File: src/rtl/mips_pkg.sv
// Shared definitions for the fetch stage: FSM state encoding, NOP word,
// opcode field position and PC increment.
package mips_pkg;

    typedef enum logic [1:0] {
        S_IDLE  = 2'd0,
        S_FETCH = 2'd1,
        S_HOLD  = 2'd2,
        S_DRAIN = 2'd3
    } fetch_state_t;

    localparam logic [31:0] INSTR_NOP  = 32'h0000_0000;
    localparam int          OPCODE_MSB = 31;
    localparam int          OPCODE_LSB = 26;
    localparam int          PC_INC     = 4;

endpackage

File: src/rtl/if_id_reg.sv
// IF/ID pipeline register. Priority: reset > flush > load > hold.
// A flush leaves pc_plus4 alone and forces the instruction to NOP.
module if_id_reg
    import mips_pkg::*;
#(
    parameter int ADDR_W = 32
) (
    input  logic              clk_i,
    input  logic              rst_i,
    input  logic              load_i,
    input  logic              flush_i,
    input  logic [31:0]       instr_i,
    input  logic [ADDR_W-1:0] pc_plus4_i,
    output logic              valid_o,
    output logic [31:0]       instr_o,
    output logic [ADDR_W-1:0] pc_plus4_o
);

    logic              r_valid;
    logic [31:0]       r_instr;
    logic [ADDR_W-1:0] r_pc_plus4;

    always_ff @(posedge clk_i) begin
        if (rst_i) begin
            r_valid    <= 1'b0;
            r_instr    <= INSTR_NOP;
            r_pc_plus4 <= '0;
        end else if (flush_i) begin
            r_valid    <= 1'b0;
            r_instr    <= INSTR_NOP;
        end else if (load_i) begin
            r_valid    <= 1'b1;
            r_instr    <= instr_i;
            r_pc_plus4 <= pc_plus4_i;
        end
    end

    assign valid_o    = r_valid;
    assign instr_o    = r_instr;
    assign pc_plus4_o = r_pc_plus4;

endmodule

File: src/rtl/instr_fetch_stage.sv
// Fetch stage: PC, imem request FSM, one-entry skid buffer, IF/ID feed to the decoder.
// Define FETCH_PERF_CNT_EN to add the perf_fetched_o / perf_stall_o counters.
module instr_fetch_stage
    import mips_pkg::*;
#(
    parameter int                ADDR_W   = 32,
    parameter logic [ADDR_W-1:0] RESET_PC = '0
) (
    input  logic              clk_i,
    input  logic              rst_i,
    output logic              imem_req_o,
    output logic [ADDR_W-1:0] imem_addr_o,
    input  logic              imem_ack_i,
    input  logic [31:0]       imem_data_i,
    input  logic              stall_i,
    input  logic              branch_taken_i,
    input  logic [ADDR_W-1:0] branch_target_i,
    output logic              instr_valid_o,
    output logic [31:0]       instr_o,
    output logic [5:0]        instr_op_o,
    output logic [ADDR_W-1:0] pc_plus4_o,
`ifdef FETCH_PERF_CNT_EN
    output logic [31:0]       perf_fetched_o,
    output logic [31:0]       perf_stall_o,
`endif
    output logic [1:0]        dbg_state_o
);

    // imem handshake: req stays high with a stable address until ack; the word
    // on imem_data_i transfers in the ack cycle and a request is never withdrawn.
    localparam logic [ADDR_W-1:0] ALIGN_MASK = ~ADDR_W'(3);

    fetch_state_t      r_state;
    logic [ADDR_W-1:0] r_pc;
    logic [ADDR_W-1:0] r_drain_addr;
    logic [31:0]       r_skid;

    logic              w_valid;
    logic              w_accept;
    logic              w_load;
    logic              w_flush;
    logic [31:0]       w_load_data;
    logic [ADDR_W-1:0] w_pc_next;

    assign w_accept  = !stall_i || !w_valid;
    assign w_pc_next = r_pc + ADDR_W'(PC_INC);

    always_comb begin
        w_load      = 1'b0;
        w_load_data = imem_data_i;
        if (!branch_taken_i) begin
            case (r_state)
                S_FETCH: w_load = imem_ack_i && w_accept;
                S_HOLD: begin
                    w_load      = w_accept;
                    w_load_data = r_skid;
                end
                default: w_load = 1'b0;
            endcase
        end
        // An accepted entry with nothing to replace it empties the register.
        w_flush = branch_taken_i || (w_accept && !w_load);
    end

    always_ff @(posedge clk_i) begin
        if (rst_i) begin
            r_state      <= S_IDLE;
            r_pc         <= RESET_PC;
            r_drain_addr <= '0;
            r_skid       <= INSTR_NOP;
        end else if (branch_taken_i) begin
            r_pc   <= branch_target_i & ALIGN_MASK;
            r_skid <= INSTR_NOP;
            if (imem_req_o && !imem_ack_i) begin
                r_state      <= S_DRAIN;
                r_drain_addr <= imem_addr_o;
            end else begin
                r_state <= S_FETCH;
            end
        end else begin
            case (r_state)
                S_IDLE: r_state <= S_FETCH;
                S_FETCH: begin
                    if (imem_ack_i) begin
                        if (w_accept) begin
                            r_pc <= w_pc_next;
                        end else begin
                            r_skid  <= imem_data_i;
                            r_state <= S_HOLD;
                        end
                    end
                end
                S_HOLD: begin
                    if (w_accept) begin
                        r_pc    <= w_pc_next;
                        r_state <= S_FETCH;
                    end
                end
                S_DRAIN: if (imem_ack_i) r_state <= S_FETCH;
                default: r_state <= S_IDLE;
            endcase
        end
    end

    assign imem_req_o  = (r_state == S_FETCH) || (r_state == S_DRAIN);
    assign imem_addr_o = (r_state == S_DRAIN) ? r_drain_addr : r_pc;
    assign dbg_state_o = r_state;

    if_id_reg #(.ADDR_W(ADDR_W)) u_if_id (
        .clk_i      (clk_i),
        .rst_i      (rst_i),
        .load_i     (w_load),
        .flush_i    (w_flush),
        .instr_i    (w_load_data),
        .pc_plus4_i (w_pc_next),
        .valid_o    (w_valid),
        .instr_o    (instr_o),
        .pc_plus4_o (pc_plus4_o)
    );

    assign instr_valid_o = w_valid;
    assign instr_op_o    = instr_o[OPCODE_MSB:OPCODE_LSB];

`ifdef FETCH_PERF_CNT_EN
    logic [31:0] r_perf_fetched;
    logic [31:0] r_perf_stall;

    always_ff @(posedge clk_i) begin
        if (rst_i) begin
            r_perf_fetched <= '0;
            r_perf_stall   <= '0;
        end else begin
            if (w_load) r_perf_fetched <= r_perf_fetched + 32'd1;
            if (w_valid && stall_i) r_perf_stall <= r_perf_stall + 32'd1;
        end
    end

    assign perf_fetched_o = r_perf_fetched;
    assign perf_stall_o   = r_perf_stall;
`endif

endmodule

File: config.mk
export PLATFORM = sky130hd
export DESIGN_NAME = instr_fetch_stage
export DESIGN_NICKNAME = d
export VERILOG_FILES = /design/src/rtl/mips_pkg.sv /design/src/rtl/if_id_reg.sv /design/src/rtl/instr_fetch_stage.sv
export SDC_FILE = /design/constraint.sdc
export NUM_CORES = 1
export LEC_CHECK = 0
export CAP_MARGIN = 20
export CORE_MARGIN = 1.5
export CORE_UTILIZATION = 35
export CTS_CLUSTER_DIAMETER = 120
export DETAILED_ROUTE_END_ITERATION = 10
export SLEW_MARGIN = 10
export SYNTH_ARGS = -nofsm -noshare
export SYNTH_HDL_FRONTEND = slang
export SYNTH_SLANG_ARGS = --single-unit
File: constraint.sdc
create_clock -name clk_i -period 4.4 [get_ports clk_i]
set_clock_uncertainty 0.1 [all_clocks]
set_input_delay 1.1 -clock clk_i [delete_from_list [all_inputs] [get_ports clk_i]]
set_output_delay 1.1 -clock clk_i [all_outputs]
set_load 0.05 [all_outputs]
=== Yosys cells after proc, flatten, opt, wreduce, memory -nomap -nowiden ===
Cells that the tools add are included.

* Flip-flop bits (word level): 163
* Logic and storage cells: 56

* $add $sub $neg: 1
* Bitwise logic cells: 2
* Mux-type cells: 16
* Equal/unequal tests: 8
* Reduce and logical (&&, ||, !) cells: 21

{| class="wikitable"
|+ Operators by type and width
! kind !! number
|-
| $mux 32 || 6
|-
| $pmux 32 s2 || 1
|-
| $add 32x3->32 const B || 1
|-
| $mux 2 || 6
|-
| $ne 3x3->1 const B || 4
|-
| $pmux 2 s4 || 1
|-
| $reduce_and 2->1 || 4
|-
| $eq 2x2->1 const B || 2
|-
| $logic_not 1->1 || 4
|-
| $reduce_and 4->1 || 1
|-
| $reduce_or 2->1 || 2
|-
| $logic_and 1x1->1 || 3
|-
| $logic_or 1x1->1 || 3
|-
| $reduce_and 3->1 || 1
|-
| $reduce_bool 3->1 || 1
|-
| $eq 2x1->1 const B || 1
|-
| $logic_not 2->1 || 1
|-
| $ne 2x2->1 const B || 1
|-
| $not 1->1 || 2
|-
| $pmux 1 s2 || 1
|-
| $reduce_bool 2->1 || 1
|-
| $mux 1 || 1
|}

=== Logic depth before layout (Yosys ltp) ===
* Depth in word-level cells: 10
* Gate-level depth with buffers: 9
* Mapped depth without buffers: 6

=== Modules after synthesis ===
From an unflattened synthesis, not the netlist that was laid out.

* Cell total of the unflattened synthesis: 880
* Area total of the unflattened synthesis: 8020.2 um^2

{| class="wikitable"
|+ Modules (own cells, without submodules)
! module !! area each (um^2) !! cells each !! times used
|-
| instr_fetch_stage || 5336.4 || 627 || 1
|-
| if_id_reg || 2683.8 || 253 || 1
|}

=== Worst setup path before layout ===
Ideal clock, no wire load.

* Kind: reg-to-output
* From: register r_state[0] (netlist: dbg_state_o[0])
* To: output port imem_addr_o[10]
* Cell stages (with the launch flop): 5
* Setup slack: 1213 ps
* Data arrival time: 1987 ps
* Path through: dfxtp_1 > ha_1 > clkbuf_1 > clkbuf_1 > mux2_2

* Word-level cells in the longest chain between the ends: 2

{| class="wikitable"
|+ Ends and longest elaborated chain
! what !! line !! text
|-
| start: declaration || instr_fetch_stage.sv:33 || <nowiki>fetch_state_t r_state;</nowiki>
|-
| start signal: assignment || instr_fetch_stage.sv:67 || <nowiki>r_state <= S_IDLE;</nowiki>
|-
| start signal: assignment || instr_fetch_stage.sv:75 || <nowiki>r_state <= S_DRAIN;</nowiki>
|-
| start signal: assignment || instr_fetch_stage.sv:78 || <nowiki>r_state <= S_FETCH;</nowiki>
|-
| $eq 2x2->1 || instr_fetch_stage.sv:106 || <nowiki>assign imem_addr_o = (r_state == S_DRAIN) ? r_drain_addr : r_pc;</nowiki>
|-
| $mux 32 || instr_fetch_stage.sv:106 ||
|-
| end: declaration || instr_fetch_stage.sv:12 || <nowiki>output logic [ADDR_W-1:0] imem_addr_o,</nowiki>
|}

No other way between the ends.

=== Worst setup path after layout ===
* From: register r_state[1] (netlist: dbg_state_o[1])
* To: output port imem_addr_o[31]

The elaborated chain is that of the path after synthesis.

==> impl_metrics.yaml <==
clock_network:
  postCtsSetupBuffers: 0
  clkLatencyLatePin_ps: 430
  tritoncts: "yes"
  holdBufCountCts: 0
  path_clk_slew_ps: 70
  cts_root_buffer: "clkbuf_16"
  cts.sinks: 159
  cts_resized: 0
  clockBufferDepth: 2
  htree_levels: 4
  cts_buffers: 17
floorplanning:
  fp.coreArea_mm2: 0.02169
  num_rows: 54
  die_y_um: 151.2
  start_util: 0.3544
  die_area_mm2: 0.02286
  io_pins: 175
  die_w_um: 151.2
global_route:
  grt_max_degree: 73
  grt_pass1_vias: 6278
  grt_overflow: 0
  grt_pass1_wl_um: 33780
  gr-usage-all-layers: 0.1902
  antenna_found_initial: 1
setup_path:
  worstReg2RegEnd: "r_pc[31]"
  r2r-start: "dbg_state_o[0]"
  critPathCaptureType: "primary output"
  path_class: "reg -> out"
  cp-startpoint: "dbg_state_o[1]"
  endpoint: "imem_addr_o[31]"
  crit_family: "buffers and inverters"
  crit_fanout: 34
  path_buf_inv: 2
  reg2reg_setup_slack_ps: 1580
  crit_cells: 4
  ff2ff_path_depth: 5
  crit_path_start_kind: "flip-flop"
  crit_required_ps: 3200
  cp_slowest_cell: "clkdlybuf4s50_1"
  arrival_ps: 2610
  cp_slowest_stage_delay_ps: 710
  cp_cell_sequence: "ha_1 > buf_4 > mux2_2 > clkdlybuf4s50_1"
logic_synthesis:
  async_flop_share: 0
  seq_area_frac_synth: 0.4141
  ys_warn_count: 0
  synthFlopType: "dfxtp_1"
  yosysUniqueCellTypes: 55
  synthCells: 897
  ys_ff_latch: 159
  netlist_area_mm2: 0.007687
  synth-edff-count: 0
  avgSynthCellArea_um2: 8.570
final_layout:
  syn_to_final_growth_pct: 31.14
  layout-drive-gt1-share: 0.08725
  design_area_mm2: 0.01008
  regArea_mm2: 0.003183
  multi_input_area_mm2: 0.004071
  nNetsFinal: 1080
  fill_cells: 2094
drt:
  drt-total-wl_um: 21860
  antenna_left: 0
  drc: 0
  drt_pass1_iterations: 6
  vias: 6942
  drtIter0Drc: 326
  avgViaCountPerCell: 5.336
  routedWlPerCell_um: 16.80
power_and_ir_drop:
  power.leakage_nw: 3.481
  vdd_drop_max_mv: 0.2309
  pwr-share-seq: 0.429
  p_sw_mw: 1.133
  intPower_mw: 2.482
  pwr_density_cell_mw_per_mm2: 358.6
  clkPwrFrac: 0.407
  switching_share: 0.3135
  combPwrFrac: 0.164
sta:
  rsz0062_at_grt: "no"
  setup_viol: 0
  fin_setup_tns_ps: 0
  fin_crit_sh: 0.8661
  slew_viol_final: 0
  relSlewSlack: 0.2857
  fmax_mhz: 262.4
  setup_slack_ps: 589.3
  worst_pin_slew_ps: 1068
  hold_viol: 0
  finalCriticalPeriod_ps: 3811
flow_run:
  max-cap-violations: 0
status:
  status: "completed"
place:
  place_area_mm2: 0.009487
  post-place-ws_ps: 736.4
  place.detailed.hpwl_um: 14610
  place_congestion: 0.7803
  io_buffers: 170
hold_path:
  holdPathStages: 2
  hp-class: "reg -> reg"
-- metrics by stage --
| stage | utilization | hold slack (ps) | cells | total power [mW] |
|---|---|---|---|---|
| after CTS | 0.4647 | 355.8 | 1300 | 3.655 |
| after floorplan | - | 320.9 | 898 | 1.955 |
| after detailed placement | 0.4374 | 344.0 | 1268 | 2.176 |
| final | 0.4648 | 353.0 | 1301 | 3.615 |
| after global placement | 0.4374 | 336.7 | 1268 | 2.174 |
| after global routing | 0.4647 | 373.7 | 1300 | 3.756 |
-- power by group through the flow --
stage | logic (mW) | clock network, mW | registers, mW
floorplan | 0.346 | 0 | 1.61
CTS | 0.596 | 1.51 | 1.55
global placement | 0.591 | 0 | 1.58
finish | 0.592 | 1.47 | 1.55
detailed placement | 0.593 | 0 | 1.58
global route | 0.630 | 1.57 | 1.56
-- worst register-to-register path, stage by stage (launching register included) --
cell     delay, ps
dfxtp_1        420
ha_1           370
mux2i_1        620
nor2_1         440
and4_1         270
or4_1          490
-- routing by layer --
metal  share of wire  vias up  track usage
met2            0.47      177       0.3025
met4           0.011        0      0.05874
met1            0.47     3271       0.2559
li1                -     3474            -
met5               0        -            0
met3           0.048       20      0.04157
-- cell type report --
cell class	instances	area share
antenna	1	0.0002482
clock buffer	17	0.04220
clock inverter	15	0.01651
inverter	10	0.003723
multi-input combinational	633	0.4039
sequential	159	0.3158
tap	280	0.03475
timing repair buffer	186	0.1829
-- Yosys cell counts (3+ instances only) --
cell type | number | area (µm²)
a211oi_1 | 56 | 420.4
a21oi_1 | 42 | 210.2
a311oi_1 | 24 | 210.2
a31oi_1 | 3 | 18.77
a32oi_1 | 4 | 35.03
and2_1 | 8 | 50.05
and3_1 | 10 | 62.56
and4_1 | 6 | 52.55
buf_1 | 3 | 11.26
buf_2 | 5 | 25.02
buf_4 | 10 | 75.07
clkbuf_1 | 76 | 285.3
dfxtp_1 | 159 | 3183
ha_1 | 4 | 50.05
inv_1 | 9 | 33.78
mux2_2 | 31 | 349.1
mux2i_1 | 64 | 640.6
nand2_1 | 88 | 330.3
nand3_1 | 11 | 55.05
nand4_1 | 22 | 137.6
nor2_1 | 121 | 454.2
nor3_1 | 13 | 65.06
nor3b_1 | 3 | 22.52
nor4_1 | 14 | 87.58
o21ai_0 | 14 | 70.07
o31ai_1 | 14 | 105.1
o41ai_1 | 4 | 35.03
or3_1 | 16 | 100.1
or4_1 | 16 | 120.1
xnor2_1 | 12 | 105.1
xor2_1 | 6 | 52.55
-- registers in the layout, summed over array words and instances, names as in the netlist --
name,count
r_skid,32
r_pc,30
u_if_id.valid_o,1
r_drain_addr,32
u_if_id.instr_o,32
dbg_state_o,2
u_if_id.pc_plus4_o,30
-- worst min path at each step --
stage,start,to,slack [ps]
finish,r_skid[10],r_skid[10],350
global route,r_skid[26],r_skid[26],370
CTS,r_skid[21],r_skid[21],360
detailed placement,r_drain_addr[1],r_drain_addr[1],340
global placement,r_drain_addr[0],r_drain_addr[0],340
floorplan,r_drain_addr[0],r_drain_addr[0],320
-- logic make-up after synthesis --
kind of cell | count (synthesis) | share of synthesized area
AND/OR/NAND/NOR | 339 | 0.2121
AO/OA/AOI/OAI | 175 | 0.1590
flip-flops | 159 | 0.4141
buffers and inverters | 106 | 0.05859
multiplexers | 95 | 0.1287
XOR/XNOR | 18 | 0.02051
adder cells (fa/ha/maj) | 4 | 0.006511
other | 1 | 0.0004878
-- placed cells by master (no fill, tap or decap), types with 4 or more instances in the layout --
cell	instances
a211oi_1	56
a21oi_1	42
a311oi_1	24
a32oi_1	4
and2_1	8
and3_1	10
and4_1	6
buf_4	15
clkbuf_16	17
clkdlybuf4s50_1	169
clkinv_4	4
dfxtp_1	159
ha_1	4
inv_1	9
inv_8	5
mux2_2	31
mux2i_1	64
nand2_1	87
nand3_1	11
nand4_1	22
nor2_1	121
nor3_1	12
nor4_1	13
o21ai_0	14
o31ai_1	14
o41ai_1	4
or3_1	16
or4_1	16
xnor2_1	12
xor2_1	6
Power figures use the tool's default switching activity.
